[config.mk]
export PLATFORM = sky130hd
export DESIGN_NAME = pipe_trace_tagger
export DESIGN_NICKNAME = d
export VERILOG_FILES = /design/src/rtl/trace_pkg.sv /design/src/rtl/trace_fifo.sv /design/src/rtl/pipe_trace_tagger.sv
export SDC_FILE = /design/constraint.sdc
export NUM_CORES = 1
export LEC_CHECK = 0
export ABC_CLOCK_PERIOD_IN_PS = 22300
export BUFFER_PORTS_ARGS = -buffer_cell sky130_fd_sc_hd__clkbuf_2
export CAP_MARGIN = 20
export CORE_UTILIZATION = 60
export CTS_CLUSTER_SIZE = 14
export DETAILED_ROUTE_END_ITERATION = 10
export MAX_ROUTING_LAYER = met4
export PLACE_DENSITY = 0.81
export SYNTH_ARGS = -nofsm -noshare
export SYNTH_HDL_FRONTEND = slang
export SYNTH_SLANG_ARGS = --single-unit
[constraint.sdc]
create_clock -name clk -period 22.3 [get_ports clk]
set_input_delay 6.69 -clock clk [delete_from_list [all_inputs] [get_ports clk]]
set_output_delay 6.69 -clock clk [all_outputs]
set_load 0.02 [all_outputs]
[src/rtl/trace_pkg.sv]
`default_nettype none
// ============================================================================
//  Module   : trace_pkg
//  Purpose  : Shared types and constants for the pipeline trace tagger.
//             stage_tag_t travels through the shadow pipeline stages.
//             retire_rec_t is the record queued for the trace consumer.
//             The struct fields are sized for the widest supported
//             SEQ_W (16) and CYC_W (32). Narrower configurations
//             zero-extend into these fields.
//  Revision : 1.0  initial release
// ============================================================================
package trace_pkg;

  localparam int         TAG_SEQ_W = 16;
  localparam int         TAG_CYC_W = 32;
  localparam logic [7:0] STALL_SAT = 8'hFF;

  typedef struct packed {
    logic                 valid;
    logic [TAG_SEQ_W-1:0] seq;
    logic [15:0]          pc;
    logic [15:0]          instr;
    logic [TAG_CYC_W-1:0] fetch_cycle;
    logic [7:0]           stall_cnt;
  } stage_tag_t;

  typedef struct packed {
    logic [TAG_SEQ_W-1:0] seq;
    logic [15:0]          pc;
    logic [15:0]          instr;
    logic [TAG_CYC_W-1:0] fetch_cycle;
    logic [TAG_CYC_W-1:0] retire_cycle;
    logic [7:0]           stall_cnt;
  } retire_rec_t;

  // Event counter increment that sticks at all-ones instead of wrapping.
  function automatic logic [31:0] sat_inc32(input logic [31:0] v);
    return (v == 32'hFFFF_FFFF) ? v : v + 32'd1;
  endfunction

endpackage
`default_nettype wire

[src/rtl/trace_fifo.sv]
`default_nettype none
// ============================================================================
//  Module   : trace_fifo
//  Purpose  : Synchronous FIFO for retire records, with a registered output.
//             o_data shows the head entry and stays stable until it is
//             popped. o_data is zero while the FIFO is empty.
//             A push into a full FIFO is accepted only when a pop happens
//             in the same cycle. The caller decides how to count a push
//             that is refused.
//  Ports    : clk, rst          clock, synchronous active-high reset
//             i_push, i_data    write request and record
//             i_pop             read request (ignored when empty)
//             o_data            head record
//             o_full, o_empty   occupancy flags
//  Revision : 1.0  initial release
// ============================================================================
module trace_fifo
  import trace_pkg::*;
#(
  parameter int  DEPTH = 8,
  parameter type T     = retire_rec_t
) (
  input  logic clk,
  input  logic rst,
  input  logic i_push,
  input  T     i_data,
  input  logic i_pop,
  output T     o_data,
  output logic o_full,
  output logic o_empty
);

  localparam int            c_AW   = $clog2(DEPTH);
  localparam logic [c_AW:0] c_FULL = DEPTH[c_AW:0];

  T                r_mem [DEPTH];
  logic [c_AW-1:0] r_wr_ptr;
  logic [c_AW-1:0] r_rd_ptr;
  logic [c_AW:0]   r_count;
  logic            w_do_push;
  logic            w_do_pop;

  assign o_full    = (r_count == c_FULL);
  assign o_empty   = (r_count == '0);
  assign w_do_pop  = i_pop && !o_empty;
  // When the FIFO is full, a push with a pop in the same cycle writes into
  // the head slot as that slot is being vacated.
  assign w_do_push = i_push && (!o_full || w_do_pop);
  assign o_data    = o_empty ? '0 : r_mem[r_rd_ptr];

  always_ff @(posedge clk) begin
    if (w_do_push) r_mem[r_wr_ptr] <= i_data;
  end

  always_ff @(posedge clk) begin
    if (rst) begin
      r_wr_ptr <= '0;
      r_rd_ptr <= '0;
      r_count  <= '0;
    end else begin
      if (w_do_push) r_wr_ptr <= r_wr_ptr + c_AW'(1);
      if (w_do_pop)  r_rd_ptr <= r_rd_ptr + c_AW'(1);
      case ({w_do_push, w_do_pop})
        2'b10:   r_count <= r_count + (c_AW + 1)'(1);
        2'b01:   r_count <= r_count - (c_AW + 1)'(1);
        default: r_count <= r_count;
      endcase
    end
  end

endmodule
`default_nettype wire

[src/rtl/pipe_trace_tagger.sv]
`default_nettype none
// ============================================================================
//  Module   : pipe_trace_tagger
//  Purpose  : Follows the 5-stage CPU pipeline in parallel and produces a
//             trace. It uses the CPU's own fetch, stall and flush controls.
//             Each accepted fetch gets a sequence ID and a cycle stamp.
//             The tag then moves through the IF/ID, ID/EX, EX/MEM and
//             MEM/WB shadow stages. When the tag reaches MEM/WB, one
//             record is pushed into the retire FIFO.
//  Ports    : clk, rst                     clock, sync active-high reset
//             i_fetch_valid/pc/instr       fetch stage inputs
//             i_stall, i_flush             CPU pipeline controls
//             o_out_valid, i_out_ready     retire record stream handshake
//             o_out_*                      retire record fields
//             o_cycle_count                free-running cycle counter
//             o_retired/flushed/drop_count saturating event counters
//             o_overflow                   sticky flag, set on first drop
//  Revision : 1.0  initial release
//  SEQ_W must be <= 16 and CYC_W must be <= 32, to match the trace_pkg
//  field widths.
// ============================================================================
module pipe_trace_tagger
  import trace_pkg::*;
#(
  parameter int SEQ_W = 16,
  parameter int CYC_W = 32,
  parameter int DEPTH = 8
) (
  input  logic             clk,
  input  logic             rst,
  input  logic             i_fetch_valid,
  input  logic [15:0]      i_fetch_pc,
  input  logic [15:0]      i_fetch_instr,
  input  logic             i_stall,
  input  logic             i_flush,
  output logic             o_out_valid,
  input  logic             i_out_ready,
  output logic [SEQ_W-1:0] o_out_seq,
  output logic [15:0]      o_out_pc,
  output logic [15:0]      o_out_instr,
  output logic [CYC_W-1:0] o_out_fetch_cycle,
  output logic [CYC_W-1:0] o_out_retire_cycle,
  output logic [7:0]       o_out_stall_cycles,
  output logic [CYC_W-1:0] o_cycle_count,
  output logic [31:0]      o_retired_count,
  output logic [31:0]      o_flushed_count,
  output logic [31:0]      o_drop_count,
  output logic             o_overflow
);

  stage_tag_t       r_if_id, r_id_ex, r_ex_mem, r_mem_wb;
  logic [SEQ_W-1:0] r_next_seq;
  logic [CYC_W-1:0] r_cycle;
  logic [31:0]      r_retired, r_flushed, r_drops;
  logic             r_overflow;

  logic             w_accept;
  logic             w_kill;
  stage_tag_t       w_new_tag;
  retire_rec_t      w_push_rec;
  retire_rec_t      w_head_rec;
  logic             w_fifo_full, w_fifo_empty;
  logic             w_pop, w_drop, w_stored;

  // Stall has priority over flush, so a flush seen during a stall is ignored.
  assign w_accept = i_fetch_valid && !i_stall && !i_flush;
  assign w_kill   = i_fetch_valid && !i_stall &&  i_flush;

  always_comb begin
    w_new_tag             = '0;
    w_new_tag.valid       = 1'b1;
    w_new_tag.seq         = TAG_SEQ_W'(r_next_seq);
    w_new_tag.pc          = i_fetch_pc;
    w_new_tag.instr       = i_fetch_instr;
    w_new_tag.fetch_cycle = TAG_CYC_W'(r_cycle);
  end

  always_comb begin
    w_push_rec              = '0;
    w_push_rec.seq          = r_mem_wb.seq;
    w_push_rec.pc           = r_mem_wb.pc;
    w_push_rec.instr        = r_mem_wb.instr;
    w_push_rec.fetch_cycle  = r_mem_wb.fetch_cycle;
    w_push_rec.retire_cycle = TAG_CYC_W'(r_cycle);
    w_push_rec.stall_cnt    = r_mem_wb.stall_cnt;
  end

  assign w_pop    = o_out_valid && i_out_ready;
  assign w_drop   = r_mem_wb.valid && w_fifo_full && !w_pop;
  assign w_stored = r_mem_wb.valid && !w_drop;

  always_ff @(posedge clk) begin
    if (rst) begin
      r_if_id    <= '0;
      r_id_ex    <= '0;
      r_ex_mem   <= '0;
      r_mem_wb   <= '0;
      r_next_seq <= '0;
      r_cycle    <= '0;
      r_retired  <= '0;
      r_flushed  <= '0;
      r_drops    <= '0;
      r_overflow <= 1'b0;
    end else begin
      if (i_stall) begin
        // IF/ID holds its tag and counts how long it waits. A bubble
        // enters ID/EX.
        if (r_if_id.valid && (r_if_id.stall_cnt != STALL_SAT))
          r_if_id.stall_cnt <= r_if_id.stall_cnt + 8'd1;
        r_id_ex <= '0;
      end else begin
        r_id_ex <= r_if_id;
        r_if_id <= w_accept ? w_new_tag : '0;
      end
      r_ex_mem <= r_id_ex;
      r_mem_wb <= r_ex_mem;

      if (w_accept) r_next_seq <= r_next_seq + SEQ_W'(1);
      r_cycle <= r_cycle + CYC_W'(1);

      if (w_stored) r_retired <= sat_inc32(r_retired);
      if (w_kill)   r_flushed <= sat_inc32(r_flushed);
      if (w_drop) begin
        r_drops    <= sat_inc32(r_drops);
        r_overflow <= 1'b1;
      end
    end
  end

  trace_fifo #(
    .DEPTH (DEPTH),
    .T     (retire_rec_t)
  ) u_fifo (
    .clk     (clk),
    .rst     (rst),
    .i_push  (r_mem_wb.valid),
    .i_data  (w_push_rec),
    .i_pop   (w_pop),
    .o_data  (w_head_rec),
    .o_full  (w_fifo_full),
    .o_empty (w_fifo_empty)
  );

  assign o_out_valid        = !w_fifo_empty;
  assign o_out_seq          = w_head_rec.seq[SEQ_W-1:0];
  assign o_out_pc           = w_head_rec.pc;
  assign o_out_instr        = w_head_rec.instr;
  assign o_out_fetch_cycle  = w_head_rec.fetch_cycle[CYC_W-1:0];
  assign o_out_retire_cycle = w_head_rec.retire_cycle[CYC_W-1:0];
  assign o_out_stall_cycles = w_head_rec.stall_cnt;
  assign o_cycle_count      = r_cycle;
  assign o_retired_count    = r_retired;
  assign o_flushed_count    = r_flushed;
  assign o_drop_count       = r_drops;
  assign o_overflow         = r_overflow;

endmodule
`default_nettype wire

=== After elaboration in Yosys (flattened, before gate mapping) ===
Memories as Yosys holds them, arrays and structs flattened. A register that Yosys moved wholly into a read port is not among the register bits.
Index checks and enable logic that the tools add are counted.

* Output and inout port bits: 250
* Logic and storage cells: 87
* Memory bits (writable): 960
* Register bits: 511
* Memories kept: 1
* Input port bits: 38

{| class="wikitable"
|+ Memories
! memory !! words !! bits a word !! rd ports !! clocked after memory_dff !! wr ports !! line !! text
|-
| u_fifo.r_mem || 8 || 120 || 1 || 1 || 1 || trace_fifo.sv:36 || <nowiki>T r_mem [DEPTH];</nowiki>
|}

* Add/subtract/negate cells: 10
* Multiplexer cells: 9
* Reductions and logical operators: 23
* Bitwise gates (word level): 3
* Eq/ne operators: 8

{| class="wikitable"
|+ Operators with widths
! cell !! count
|-
| $add A32 B1 Y32 const B || 4
|-
| $mux W120 || 1
|-
| $eq A32 B32 Y1 const B || 3
|-
| $mux W89 || 1
|-
| $add A16 B1 Y16 const B || 1
|-
| $mux W8 || 2
|-
| $logic_and A1 B1 Y1 || 10
|-
| $add A8 B1 Y8 const B || 1
|-
| $ne A8 B8 Y1 const B || 1
|-
| $pmux W4 S2 || 1
|-
| $add A3 B1 Y3 const B || 2
|-
| $logic_not A1 Y1 || 6
|-
| $mux W3 || 2
|-
| $reduce_and A2 Y1 || 3
|-
| $add A4 B1 Y4 const B || 1
|-
| $eq A4 B4 Y1 const B || 1
|-
| $logic_not A4 Y1 || 1
|-
| $sub A4 B1 Y4 const B || 1
|-
| $not A1 Y1 || 3
|-
| $eq A2 B1 Y1 const B || 1
|-
| $eq A2 B2 Y1 const B || 1
|-
| $mux W1 || 2
|-
| $ne A2 B1 Y1 const B || 1
|-
| $reduce_bool A2 Y1 || 1
|-
| other kinds (2) || 2
|}

=== Depth between registers and ports, before layout ===
* Word-level depth: 8
* Depth in mapped cells: 9
* Mapped depth without buffers: 8

=== Cells and area by module ===
From an unflattened synthesis, not the netlist that was laid out.

* Cell total of the unflattened synthesis: 3236
* Area total of the unflattened synthesis: 54084.4 um^2

{| class="wikitable"
|+ By module, submodules not included
! module !! area an instance (um^2) !! times used !! cells an instance !! sequential area each (um^2)
|-
| trace_fifo || 37244.5 || 1 || 1606 || 29087.9
|-
| pipe_trace_tagger || 16839.9 || 1 || 1630 || 10029.6
|}

=== Least setup slack after synthesis ===
OpenSTA, ideal clock, no wires.

* Kind: input -> register
* From: input port i_out_ready
* To: memory u_fifo.r_mem[0][0] (netlist name), enable pin
* Setup slack: 2770 ps
* Data required time: 21407 ps
* Stages on the path: 5
* Buffers on the path: 3
* Arrival time: 18637 ps
* Setup time: 893 ps
* Path through: buf_2 > o21ai_0 > clkbuf_1 > buf_2 > nor4_1

* Cells in the longest elaborated chain, start to end: 6

{| class="wikitable"
|+ RTL lines
! item !! line !! text
|-
| start: declaration || pipe_trace_tagger.sv:37 || <nowiki>input logic i_out_ready,</nowiki>
|-
| $logic_and A1 B1 Y1 || pipe_trace_tagger.sv:88 || <nowiki>assign w_pop = o_out_valid && i_out_ready;</nowiki>
|-
| $logic_and A1 B1 Y1 || trace_fifo.sv:45 || <nowiki>assign w_do_pop = i_pop && !o_empty;</nowiki>
|-
| $logic_or A1 B1 Y1 || trace_fifo.sv:48 || <nowiki>assign w_do_push = i_push && (!o_full || w_do_pop);</nowiki>
|-
| $logic_and A1 B1 Y1 || trace_fifo.sv:48 ||
|-
| $mux W1 || trace_fifo.sv:52 || <nowiki>if (w_do_push) r_mem[r_wr_ptr] <= i_data;</nowiki>
|-
| $mux W1 (implied by the code) || trace_fifo.sv:52 ||
|-
| end: declaration || trace_fifo.sv:36 ||
|}

No other way between the ends.

==> PnR_summary.wiki <==
{| class="wikitable"
! Metric !! Value
|-
| Outcome || complete, but fails checks
|-
| Violations in the final reports || DRC
|-
| Top flip-flop cell by instance count after synthesis || sky130_fd_sc_hd__edfxtp_1
|-
| Total routing usage reported by global routing || 0.2642
|-
| Initial DRC Count || ~2600
|-
| Fraction of layout cells with a size suffix above 1 || 0.2315
|-
| Placed Area || about 56000 um2
|-
| Max-slew violations || 0
|-
| Full die area || ~91000 um2
|-
| Number of resized instances in the post-cts repair step || 0
|-
| Capture instance of the worst register-to-register path || u_fifo.r_mem[5][76]
|-
| Worst Setup Path Type || register to output pin
|-
| Placed wire-length estimate || around 62000 um
|-
| TritonCTS buffer count || 142
|-
| Proportion of synthesized chip area in sequential cells || 0.7283
|-
| Setup clock skew after layout || roughly 26 ps
|-
| Worst r2r path cells || 6
|-
| Total design power || between 5 and 6 mW
|-
| Initial Utilization || 0.6069
|-
| Worst reg2reg startpoint || u_fifo.r_count[0]
|-
| Wire length of the first global-routing pass || roughly 170000 um
|-
| Number of violations of the max-capacitance limit || 0
|-
| Library cell with the highest instance count after synthesis || sky130_fd_sc_hd__edfxtp_1
|-
| Sink of the worst hold path || r_ex_mem[62]
|-
| Placer Congestion || between 0.8 and 0.9
|-
| Worst setup SP type || register
|-
| Unique masters post-synth || 62
|-
| Count of synthesis-stage warnings from yosys || 0
|-
| Final count of negative-setup-slack endpoints || 0
|-
| Hold/Removal Path Class || register to register
|-
| Overall via count from detail_route || 28974
|-
| Worst stage delay on the critical path || between 900 and 1000 ps
|-
| Area growth, synth to finish || 13.73%
|-
| Unrepaired setup endpoints after global routing || no
|-
| Signal arrival time at the worst endpoint || roughly 5200 ps
|-
| Detail Route Antenna Nets || 0
|-
| Share of the clock period used by the worst path || 0.5336
|-
| Number of search-and-repair iterations in the first detailed-routing pass || 8
|-
| Wire length per cell after detailed routing || between 20 and 25 um
|-
| Number of global-route vias before repair || ~29000
|-
| Number of buffer and inverter stages on the critical path || 4
|-
| Pwr per Cell Area || between 90 and 100 nW/um2
|-
| Main area contributors after synthesis || sky130_fd_sc_hd__edfxtp_1, sky130_fd_sc_hd__dfxtp_1, sky130_fd_sc_hd__mux4_2, sky130_fd_sc_hd__mux2i_1, sky130_fd_sc_hd__nor2b_1
|-
| Ranking of synthesized cells by instance count || sky130_fd_sc_hd__edfxtp_1, sky130_fd_sc_hd__dfxtp_1, sky130_fd_sc_hd__nor2_1
|-
| Top-level port count || 288
|-
| Drt drc || 18
|-
| Peak supply drop || roughly 0.078 mV
|-
| Final count of hold timing violations || 0
|-
| WL final || about 120000 um
|-
| Delay-heaviest family, CP || buffers and inverters
|-
| Number of logic stages on the critical path including buffering || 7
|-
| Leakage power || between 15 and 20 nW
|-
| Core Region || just under 90000 um2
|-
| Remaining max-slew budget at the tightest pin || 0.2232
|-
| Footprint of the multi-input gates || ~14000 um2
|-
| Sinks on Clock Net || ~1500
|-
| Finished layout cell area || just over 60000 um2
|-
| Count of buffers added by post-CTS timing repair for setup || 0
|-
| Clock latency at the later pin of the worst-skew pair || ~740 ps
|-
| Hold-fix buffer count after cts || 0
|-
| Die Span Y || ~300 um
|-
| Worst-path maximum fanout || just under 50
|-
| Critical path cell sequence || buf_4, buf_4, buf_4, mux4_2, mux2i_1, nor2_1, clkbuf_2
|-
| Clk buf depth || 3
|-
| Number of enable-type register cells in the synthesized netlist || between 900 and 1000
|-
| Synth async-reset ratio || 0
|-
| Total number of nets in the final design || between 3000 and 4000
|-
| Slowest cell on crit path || sky130_fd_sc_hd__dfxtp_4
|-
| Element type at the critical path end || output pin
|-
| Worst endpoint required time || around 16000 ps
|-
| # rows || roughly 110
|-
| Die Span X || 301.2 um
|-
| Worst-path clk slew || around 60 ps
|-
| Clock Root Buffer || sky130_fd_sc_hd__clkbuf_16
|-
| Worst hold start || r_id_ex[62]
|-
| Mean cell area of the mapped netlist || 16.72 um2
|-
| Total negative slack || 0 ps
|-
| Seq. cell area || roughly 39000 um2
|-
| Area share of the largest cell type after synthesis || 0.5367
|-
| Port bufs || approximately 290
|-
| Clock tree from TritonCTS || yes
|-
| Pin count of the biggest net entering global routing || ~130
|-
| Number of nets in the synthesized netlist || approximately 3300
|-
| FF-to-FF setup slack || 18150 ps
|-
| Synth area leader || sky130_fd_sc_hd__edfxtp_1
|-
| Number of antenna violations at the first check in global routing || 3
|-
| Actual transition at the worst max-transition pin || roughly 1200 ps
|-
| Crit path time final || between 10000 and 15000 ps
|-
| Via density || 6.025
|-
| Overall overflow remaining after global route || 0
|-
| Post-synthesis sequential element count || around 1500
|-
| Cell area after technology mapping || 53710 um2
|-
| Fmax || about 0.084 GHz
|-
| Filler Cells Inserted || approximately 5600
|-
| H-tree levels || 4
|-
| Cell mode on critical path || sky130_fd_sc_hd__buf_4
|-
| Cells after Synth || between 3000 and 4000
|-
| Min-Delay Path Depth || 1
|}
## cell type report
class | count | share of cell area
clock inverters | 58 | 0.008459
clock buffers | 204 | 0.06665
repair buffers | 341 | 0.03138
flip-flops and latches | 1474 | 0.6405
multi-input cells | 1541 | 0.2276
inverters | 23 | 0.001413
well taps | 1165 | 0.02386
diodes | 3 | 0.0001229
## power breakdown
group	leakage, nW	internal [mW]	total [mW]	switching [mW]
Sequential	12.5	2.88	2.90	0.0179
Clock	2.26	1.34	2.33	0.992
Combinational	5.14	0.151	0.383	0.232
Total	19.9	4.37	5.61	1.24
## registers in the layout, indices dropped and copies added (netlist names), named ones only
| name | flops |
|---|---|
| u_fifo.r_count | 4 |
| u_fifo.r_wr_ptr | 3 |
| o_flushed_count | 32 |
| o_drop_count | 32 |
| o_overflow | 1 |
| o_retired_count | 32 |
| r_id_ex | 89 |
| r_ex_mem | 89 |
| u_fifo.r_rd_ptr | 3 |
| r_if_id | 89 |
| u_fifo.r_mem | 960 |
| r_mem_wb | 89 |
| r_next_seq | 16 |
| o_cycle_count | 32 |
## routing by layer
metal  track usage  wire length (um)
met2        0.4201             56880
met5             -                 0
met3       0.05180              8487
met1        0.3527             47600
met4       0.06744              2159
## metrics by stage
step	hold slack (ps)	cells	util	worst slack, ps
floorplan	413.8	3213	-	2770
global placement	416.2	4542	0.6376	10990
detailed placement	422.7	4542	0.6376	10970
CTS	431.3	4804	0.6895	10100
global route	438.7	4809	0.6902	9947
finish	430.0	4809	0.6902	10400
## cells by family (layout without fill, tap and decap cells)
logic type | Yosys count | in the layout | share of synthesized area
flops | 1474 | 1474 | 0.7283
simple gates | 847 | 847 | 0.08500
mux | 382 | 382 | 0.1275
compound gates | 217 | 217 | 0.02867
buf+inv | 198 | 626 | 0.01449
xor+xnor | 86 | 86 | 0.01402
fa+ha+maj | 9 | 9 | 0.002096
other cells | 0 | 3 | 0
## worst max path at each step
stage,slack (ps),to,from
6_report,10400,o_out_fetch_cycle[29],register
5_1_grt,9950,o_out_fetch_cycle[29],register
4_1_cts,10100,o_out_fetch_cycle[29],register
3_5_place_dp,10970,o_out_fetch_cycle[29],register
3_3_place_gp,10990,o_out_fetch_cycle[29],register
2_1_floorplan,2770,u_fifo.r_mem[0][0],i_out_ready
## cells in the final DEF, fill, tap and decap left out, types with 4 or more instances in the layout
cell type	count
sky130_fd_sc_hd__edfxtp_1	960
sky130_fd_sc_hd__dfxtp_1	511
sky130_fd_sc_hd__clkbuf_2	286
sky130_fd_sc_hd__nor2_1	248
sky130_fd_sc_hd__mux4_2	240
sky130_fd_sc_hd__nor2b_1	195
sky130_fd_sc_hd__clkbuf_16	146
sky130_fd_sc_hd__mux2i_1	126
sky130_fd_sc_hd__and2_1	92
sky130_fd_sc_hd__a22o_1	80
sky130_fd_sc_hd__xnor2_1	52
sky130_fd_sc_hd__a21oi_1	52
sky130_fd_sc_hd__nand4_1	51
sky130_fd_sc_hd__buf_4	50
sky130_fd_sc_hd__nand2_1	48
sky130_fd_sc_hd__nand3_1	44
sky130_fd_sc_hd__clkbuf_1	38
sky130_fd_sc_hd__o21ai_0	37
sky130_fd_sc_hd__or3_1	35
sky130_fd_sc_hd__xor2_1	34
sky130_fd_sc_hd__nor3_1	30
sky130_fd_sc_hd__clkinv_2	25
sky130_fd_sc_hd__inv_1	23
sky130_fd_sc_hd__clkbuf_8	20
sky130_fd_sc_hd__and3_1	18
sky130_fd_sc_hd__nor4_1	17
sky130_fd_sc_hd__mux2_2	16
sky130_fd_sc_hd__and4_1	15
sky130_fd_sc_hd__or4_1	14
sky130_fd_sc_hd__clkinv_1	14
sky130_fd_sc_hd__nand2b_1	10
sky130_fd_sc_hd__o31ai_1	10
sky130_fd_sc_hd__ha_1	9
sky130_fd_sc_hd__o2111ai_1	5
sky130_fd_sc_hd__a211oi_1	5
sky130_fd_sc_hd__inv_6	5
sky130_fd_sc_hd__bufinv_16	5
sky130_fd_sc_hd__nor2_4	4
sky130_fd_sc_hd__nor3_2	4
sky130_fd_sc_hd__a2111oi_0	4
No activity file was read; power rests on OpenSTA's default activity.
